==> config.mk <==
export PLATFORM = sky130hd
export DESIGN_NAME = hazard_controller
export DESIGN_NICKNAME = d
export VERILOG_FILES = /design/src/rtl/hazard_controller.sv
export SDC_FILE = /design/constraint.sdc
export NUM_CORES = 1
export LEC_CHECK = 0
export ABC_CLOCK_PERIOD_IN_PS = 2750
export CELL_PAD_IN_SITES_DETAIL_PLACEMENT = 1
export CELL_PAD_IN_SITES_GLOBAL_PLACEMENT = 2
export CORE_MARGIN = 2
export CORE_UTILIZATION = 29
export DETAILED_ROUTE_END_ITERATION = 7
export GPL_TIMING_DRIVEN = 0
export PLACE_DENSITY = 0.8
export SYNTH_ARGS = -nofsm -noshare
export SYNTH_HDL_FRONTEND = slang
export SYNTH_SLANG_ARGS = --single-unit
==> constraint.sdc <==
create_clock -name clk_i -period 2.75 [get_ports clk_i]
set_clock_uncertainty 0.1 [all_clocks]
set_input_delay 0.6875 -clock clk_i [delete_from_list [all_inputs] [get_ports clk_i]]
set_output_delay 0.6875 -clock clk_i [all_outputs]
set_load 0.02 [all_outputs]
==> src/rtl/hazard_controller.sv <==
// Load-use stall, branch squash and memory-wait freeze sequencing for the 5-stage pipeline.
// Optional performance counters are enabled by defining HAZARD_PERF_CNT_EN.
module hazard_controller #(
  parameter int LOAD_LATENCY = 1,
  parameter int MEM_TIMEOUT  = 255,
  parameter int CNT_W        = 16
) (
  input  logic        clk_i,
  input  logic        rst_i,
  input  logic [4:0]  IFID_RS1,
  input  logic [4:0]  IFID_RS2,
  input  logic        IFID_UseRS2,
  input  logic [4:0]  IDEXE_RD,
  input  logic        IDEXE_MemRead,
  input  logic        Branch_Taken,
  input  logic        DMem_Req,
  input  logic        DMem_Ready,
  output logic        PCWrite,
  output logic        IFID_Write,
  output logic        IFID_Flush,
  output logic        IDEXE_Flush,
  output logic        Pipe_Freeze,
  output logic        Mem_Err
`ifdef HAZARD_PERF_CNT_EN
  ,
  output logic [31:0] Stall_Cycles,
  output logic [31:0] Flush_Count
`endif
);

  typedef enum logic [1:0] {
    ST_RUN        = 2'd0,
    ST_LOAD_STALL = 2'd1,
    ST_MEM_WAIT   = 2'd2
  } state_t;

  localparam logic [2:0]       STALL_INIT = 3'(LOAD_LATENCY - 1);
  localparam logic [CNT_W-1:0] TO_LIMIT   = CNT_W'(MEM_TIMEOUT);

  state_t           r_state;
  state_t           r_saved;
  logic [2:0]       r_stall_cnt;
  logic [CNT_W-1:0] r_to_cnt;
  logic             r_mem_err;

  logic w_hazard;
  logic w_memwait;
  logic w_br_flush;

  assign w_hazard  = IDEXE_MemRead && (IDEXE_RD != 5'd0) &&
                     ((IDEXE_RD == IFID_RS1) || (IFID_UseRS2 && (IDEXE_RD == IFID_RS2)));
  assign w_memwait = DMem_Req && !DMem_Ready;

  // Mealy outputs; reset forces a flushed, non-advancing pipeline.
  always_comb begin
    PCWrite     = 1'b1;
    IFID_Write  = 1'b1;
    IFID_Flush  = 1'b0;
    IDEXE_Flush = 1'b0;
    Pipe_Freeze = 1'b0;
    w_br_flush  = 1'b0;
    if (!rst_i) begin
      PCWrite     = 1'b0;
      IFID_Write  = 1'b0;
      IFID_Flush  = 1'b1;
      IDEXE_Flush = 1'b1;
    end else begin
      case (r_state)
        ST_RUN, ST_LOAD_STALL: begin
          if (w_memwait) begin
            PCWrite     = 1'b0;
            IFID_Write  = 1'b0;
            Pipe_Freeze = 1'b1;
          end else if (Branch_Taken) begin
            IFID_Flush  = 1'b1;
            IDEXE_Flush = 1'b1;
            w_br_flush  = 1'b1;
          end else if (w_hazard || (r_state == ST_LOAD_STALL)) begin
            PCWrite     = 1'b0;
            IFID_Write  = 1'b0;
            IDEXE_Flush = 1'b1;
          end
        end
        default: begin
          PCWrite     = 1'b0;
          IFID_Write  = 1'b0;
          Pipe_Freeze = 1'b1;
        end
      endcase
    end
  end

  assign Mem_Err = rst_i && r_mem_err;

  always_ff @(posedge clk_i) begin
    if (!rst_i) begin
      r_state     <= ST_RUN;
      r_saved     <= ST_RUN;
      r_stall_cnt <= 3'd0;
      r_to_cnt    <= '0;
      r_mem_err   <= 1'b0;
    end else begin
      case (r_state)
        ST_RUN: begin
          if (w_memwait) begin
            r_saved  <= ST_RUN;
            r_to_cnt <= CNT_W'(1);
            r_state  <= ST_MEM_WAIT;
          end else if (!Branch_Taken && w_hazard && (LOAD_LATENCY > 1)) begin
            r_stall_cnt <= STALL_INIT;
            r_state     <= ST_LOAD_STALL;
          end
        end
        ST_LOAD_STALL: begin
          if (w_memwait) begin
            r_saved  <= ST_LOAD_STALL;
            r_to_cnt <= CNT_W'(1);
            r_state  <= ST_MEM_WAIT;
          end else if (Branch_Taken) begin
            // The branch is older than the stalled load consumer, so drop the stall.
            r_stall_cnt <= 3'd0;
            r_state     <= ST_RUN;
          end else if (r_stall_cnt <= 3'd1) begin
            r_stall_cnt <= 3'd0;
            r_state     <= ST_RUN;
          end else begin
            r_stall_cnt <= r_stall_cnt - 3'd1;
          end
        end
        ST_MEM_WAIT: begin
          if (DMem_Ready) begin
            r_state <= r_saved;
          end else if (r_to_cnt >= TO_LIMIT) begin
            r_mem_err <= 1'b1;
            r_state   <= r_saved;
          end else if (r_to_cnt != '1) begin
            r_to_cnt <= r_to_cnt + 1'b1;
          end
        end
        default: r_state <= ST_RUN;
      endcase
    end
  end

`ifdef HAZARD_PERF_CNT_EN
  always_ff @(posedge clk_i) begin
    if (!rst_i) begin
      Stall_Cycles <= 32'd0;
      Flush_Count  <= 32'd0;
    end else begin
      if (!PCWrite) Stall_Cycles <= Stall_Cycles + 32'd1;
      if (w_br_flush) Flush_Count <= Flush_Count + 32'd1;
    end
  end
`endif

endmodule

Yosys cells after proc, flatten, opt, wreduce, memory -nomap -nowiden
Index checks and enable logic that the tools add are counted.
- output and inout port bits: 6
- register bits: 24
- word-level logic and storage cells: 76
- input port bits: 22
- $add $sub $neg: 2
- reduce and logical (&&, ||, !) cells: 18
- eq/ne operators: 13
- muxes and demuxes: 34
- $lt $le $gt $ge: 2
- bitwise operators: 2
- operators by type and width (kind ; number):
    $mux W16 ; 4
    $pmux W16 S2 ; 1
    $mux W1 ; 17
    $add A16 B1 Y16 const B ; 1
    $ge A16 B8 Y1 const B ; 1
    $mux W2 ; 8
    $ne A16 B16 Y1 const B ; 1
    $eq A5 B5 Y1 ; 2
    $ne A2 B2 Y1 const B ; 5
    $reduce_and A3 Y1 ; 3
    $mux W3 ; 2
    $pmux W2 S3 ; 1
    $logic_and A1 B1 Y1 ; 5
    $reduce_and A5 Y1 ; 1
    $reduce_bool A5 Y1 ; 1
    $ne A4 B3 Y1 const B ; 1
    $pmux W2 S2 ; 1
    $reduce_bool A2 Y1 ; 2
    $le A3 B1 Y1 const B ; 1
    $ne A3 B3 Y1 const B ; 1
    $sub A3 B1 Y3 const B ; 1
    $eq A2 B1 Y1 const B ; 1
    $eq A2 B2 Y1 const B ; 1
    $logic_not A2 Y1 ; 1
    6 further kinds ; 8

Depth between registers and ports, before layout
- depth in word-level cells: 10
- depth in mapped cells: 6
- gate-level depth less buffers: 6

Least setup slack after synthesis
No wires, ideal clock.
- path type: input-to-output
- from: input port IDEXE_RD[1]
- to: output port PCWrite
- path buffers: 1
- arrival: 1845 ps
- stages on the path: 4
- path slack: 117 ps
- data required time: 1962 ps
- path through: or4_1 o21ai_0 o31a_1 buf_4
- cells in the longest elaborated chain, start to end: 10
- elaborated cells between the ends (all ways): 13
- those cells by class: 2 x eq/ne; 5 x mux; 6 x reduce/logical
- ends and longest elaborated chain (item ; RTL line ; text):
    from (decl) ; 13 ; input logic [4:0] IDEXE_RD,
    $eq A5 B5 Y1 ; 51 ; ((IDEXE_RD == IFID_RS1) || (IFID_UseRS2 && (IDEXE_RD == IFID_RS2)));
    $logic_and A1 B1 Y1 ; 51 ;
    $logic_or A1 B1 Y1 ; 51 ;
    $logic_and A1 B1 Y1 (*) ; 50 ; assign w_hazard = IDEXE_MemRead && (IDEXE_RD != 5'd0) &&
    $logic_or A1 B1 Y1 (*) ; 78 ; end else if (w_hazard || (r_state == ST_LOAD_STALL)) begin
    $mux W1 (*) (5 in a row) ; n/a ;
    to (decl) ; 18 ; output logic PCWrite,
Every way passes the cells marked *; elsewhere a longest branch is shown, timed or not.

Worst setup path after layout
- from: input port IFID_RS2[2]
- to: output port PCWrite
- cells in the longest elaborated chain, start to end: 10
- ends and longest elaborated chain (item ; RTL line ; text):
    from (decl) ; 11 ; input logic [4:0] IFID_RS2,
    $eq A5 B5 Y1 ; 51 ;
    $logic_and A1 B1 Y1 ; 51 ;
    $logic_or A1 B1 Y1 ; 51 ;
    $logic_and A1 B1 Y1 ; 50 ;
    $logic_or A1 B1 Y1 ; 78 ;
    $mux W1 ; 78 ;
    $mux W1 ; 74 ; end else if (Branch_Taken) begin
    $mux W1 ; 70 ; if (w_memwait) begin
    $mux W1 ; 68 ; case (r_state)
    $mux W1 ; 62 ; if (!rst_i) begin
Every way passes these cells.

==> results.ini <==
[synthesis]
synth_top_family_by_area=simple AND/OR/NAND/NOR gates
ys_types=41
synthCells=138
yosys.area.top_type_share_pct=37.0
synth_fp_nets=163
ys_ff_latch=23
synthMuxAreaShare_pct=0.804
netlist_area_um2=1240
syn_area_per_cell_um2=9.02
synthSimpleGateAreaFrac_pct=27.8
synth-adder-area-share_pct=3.02
synth-xor-area-share_pct=7.04
synth.area.top_cells=dfxtp_1, xor2_1, and3_1
synth_compound_area_share_pct=19.8
ys_seq_area_share_pct=37.0
yosysWarningCount=0
synth_area_leader_cell=dfxtp_1

[routing]
routed_via_density=5.30
dr.pass1.iters=4
ant_nets=0
wirelength_mm=3.43
vias=1165
drt_iter0_drc=42
drc_errors=0
drt-wirelength-per-cell_um=15.6

[pwr]
power_frac_seq_pct=50.2
p_comb_share_pct=17.0
power_density_nw_per_um2=405
switching_share_pct=26.9
power.leakage_uw=0.000667
clkPwrFrac_pct=32.8
p_int_uw=492
power_switching_uw=181
irDropWorstVdd_mv=0.244

[clocking]
cts_tree=built
clock_path_buffers=2
cts_htree_levels=1
numCtsBuffers=3
cts.sinks=23
ctsHoldBuffers=0
cts.clk_slew.worst_paths_ns=0.09
clockRootBuffer=clkbuf_8
clk_latency_ns=0.27

[floorplan]
coreArea_um2=4060
fp.dieW_um=69.5
pin_count=28
die-height_um=69.5
row_count=23
die_area_um2=4830
start_util_pct=30.7

[hold_path]
hold_path_class=reg2reg

[placement]
pre_cts_ws_ns=-0.887
gp_congestion=0.803
dp.cells=214
io_buffers=26
place_area_um2=1570
post-dp-hpwl_mm=2.54

[setup_path]
critPathMaxFanout=2
end_kind=primary output
crit_type=in2out
start_kind=input port
required_ns=1.96
cp.arrival_ns=1.95

[sta]
fin_ws_ns=0.00838
maxSlewViolCount=0
worst_pin_slew_ns=0.532
rsz0062_at_grt=yes
fmax_mhz=365
min_period_ns=2.74
fin_crit_sh_pct=99.7
setup_tns_ns=0
slew_headroom_pct=64.5
hold_viol_final=0
setup_viol_count_final=0

[layout]
final_layout_size_suffix_gt1_share_pct=21.2
postLayoutCellArea_um2=1660
fin_cells=220
nets=196
n_antenna_cell=0
area.growth.synth_to_final_pct=33.6

[grt]
antenna_found_initial=0
grt_pass1_wl_mm=5.75
grt_pass1_vias=1211
grtUsageMet2_pct=25.2
gr-total-overflow=0
met1_usage_pct=17.6
use_met3_pct=3.20
busiest_layer=met2
track_usage_pct=14.5
grt_start_max_net_pins=15

[status]
status=completed

[flow_run]
maxCapViolCount=0

[synthesized netlist by cell type, drive strengths merged]
library cell   n
a32oi          1
dfxtp         23
a31oi          3
nand2b         3
o211ai         3
nor3           1
and2           2
nor2           8
o21bai         1
o21ai          6
o31ai          2
ha             3
nand2          5
a21oi          8
and3          10
clkbuf         4
or4            2
or3b           1
a2111oi        2
nand4          3
nor4           3
o211a          1
o21a           2
or3            2
xnor2          1
a2bb2oi        1
xor2           9
o311ai         1
o31a           1
mux2i          1
nor2b          2
nor3b          4
o2111ai        1
nand3b         1
inv            6
nand3          8
buf            2
a21boi         1
[power by group through the flow]
stage          Clock (uW)  Sequential (uW)  Combinational, uW
6_report              221              338                115
2_1_floorplan           0              345               51.4
3_5_place_dp            0              345                111
5_1_grt               244              338                125
4_1_cts               227              337                111
3_3_place_gp            0              345                109
[state kept, by name, summed over array words and instances (netlist names)]
register and count:
r_stall_cnt 3, r_saved 1, r_state 2, r_mem_err 1
r_to_cnt 16
[cell families after synthesis]
| kind of cell | Yosys count |
|---|---|
| xor+xnor | 10 |
| mux | 1 |
| compound gates | 34 |
| simple gates | 55 |
| fa+ha+maj | 3 |
| flops | 23 |
| buf+inv | 12 |
[cell usage in the layout (no fill, tap or decap), types with 4 or more instances in the layout]
cell	Yosys	routed
nor2_1	8	7
o21ai_0	6	5
nand3_1	8	8
dlygate4sd2_1	0	6
inv_1	6	6
xor2_1	9	8
nand2_1	5	5
buf_4	1	4
buf_2	0	5
and3_1	10	10
a21oi_1	8	8
buf_6	1	6
dfxtp_1	23	23
clkdlybuf4s50_1	0	5
[timing repair]
action	4_1_cts	5_1_grt
endpoints found under the setup margin	6	3
endpoints found under the hold margin	0	0
resized for setup	70	8
buffers inserted	2	0
pin swaps	9	5
[per-layer routing]
metal	routed length [um]	part of all wire, %
met5	0	0
met1	1470	43
met2	1750	51
met3	159	4.6
met4	50	1.5
[per-stage QoR]
step | util [%] | hold WS, ns | total power (uW)
after detailed placement | 38.6 | 0.362 | 456
after CTS | 40.1 | 0.384 | 675
after global routing | 41.0 | 0.399 | 707
after global placement | 38.6 | 0.365 | 453
after floorplan | - | 0.329 | 396
final | 41.0 | 0.378 | 673
[final timing paths]
kind / startpoint / endpoint / slack [ns] / cells after the start
setup / recovery: IFID_RS2[2] / PCWrite / 0.008 / 7
setup reg to reg: r_state[1]$_SDFFE_PN0P_ / r_to_cnt[5]$_SDFFE_PN0P_ / 0.86 / 4
hold reg to reg: r_mem_err$_SDFFE_PN0P_ / r_mem_err$_SDFFE_PN0P_ / 0.38 / 2
hold / removal: r_mem_err$_SDFFE_PN0P_ / r_mem_err$_SDFFE_PN0P_ / 0.38 / 2
[worst max-delay path, cell delays in order]
cell     delay [ns]
buf_6          0.09
xor2_1         0.16
nor4_2         0.32
a32oi_1        0.17
o31a_1         0.28
buf_4          0.14
buf_6          0.12
[area by class of cell]
type | instances | area (um^2)
plain buffers | 6 | 36.3
clock buffers | 3 | 41.3
clock inverters | 1 | 7.51
fillers | 467 | 2390
inverters | 6 | 22.5
multi-input cells | 103 | 778
flip-flops and latches | 23 | 460
well taps | 50 | 62.6
repair buffers | 28 | 254
Power figures use the tool's default switching activity.
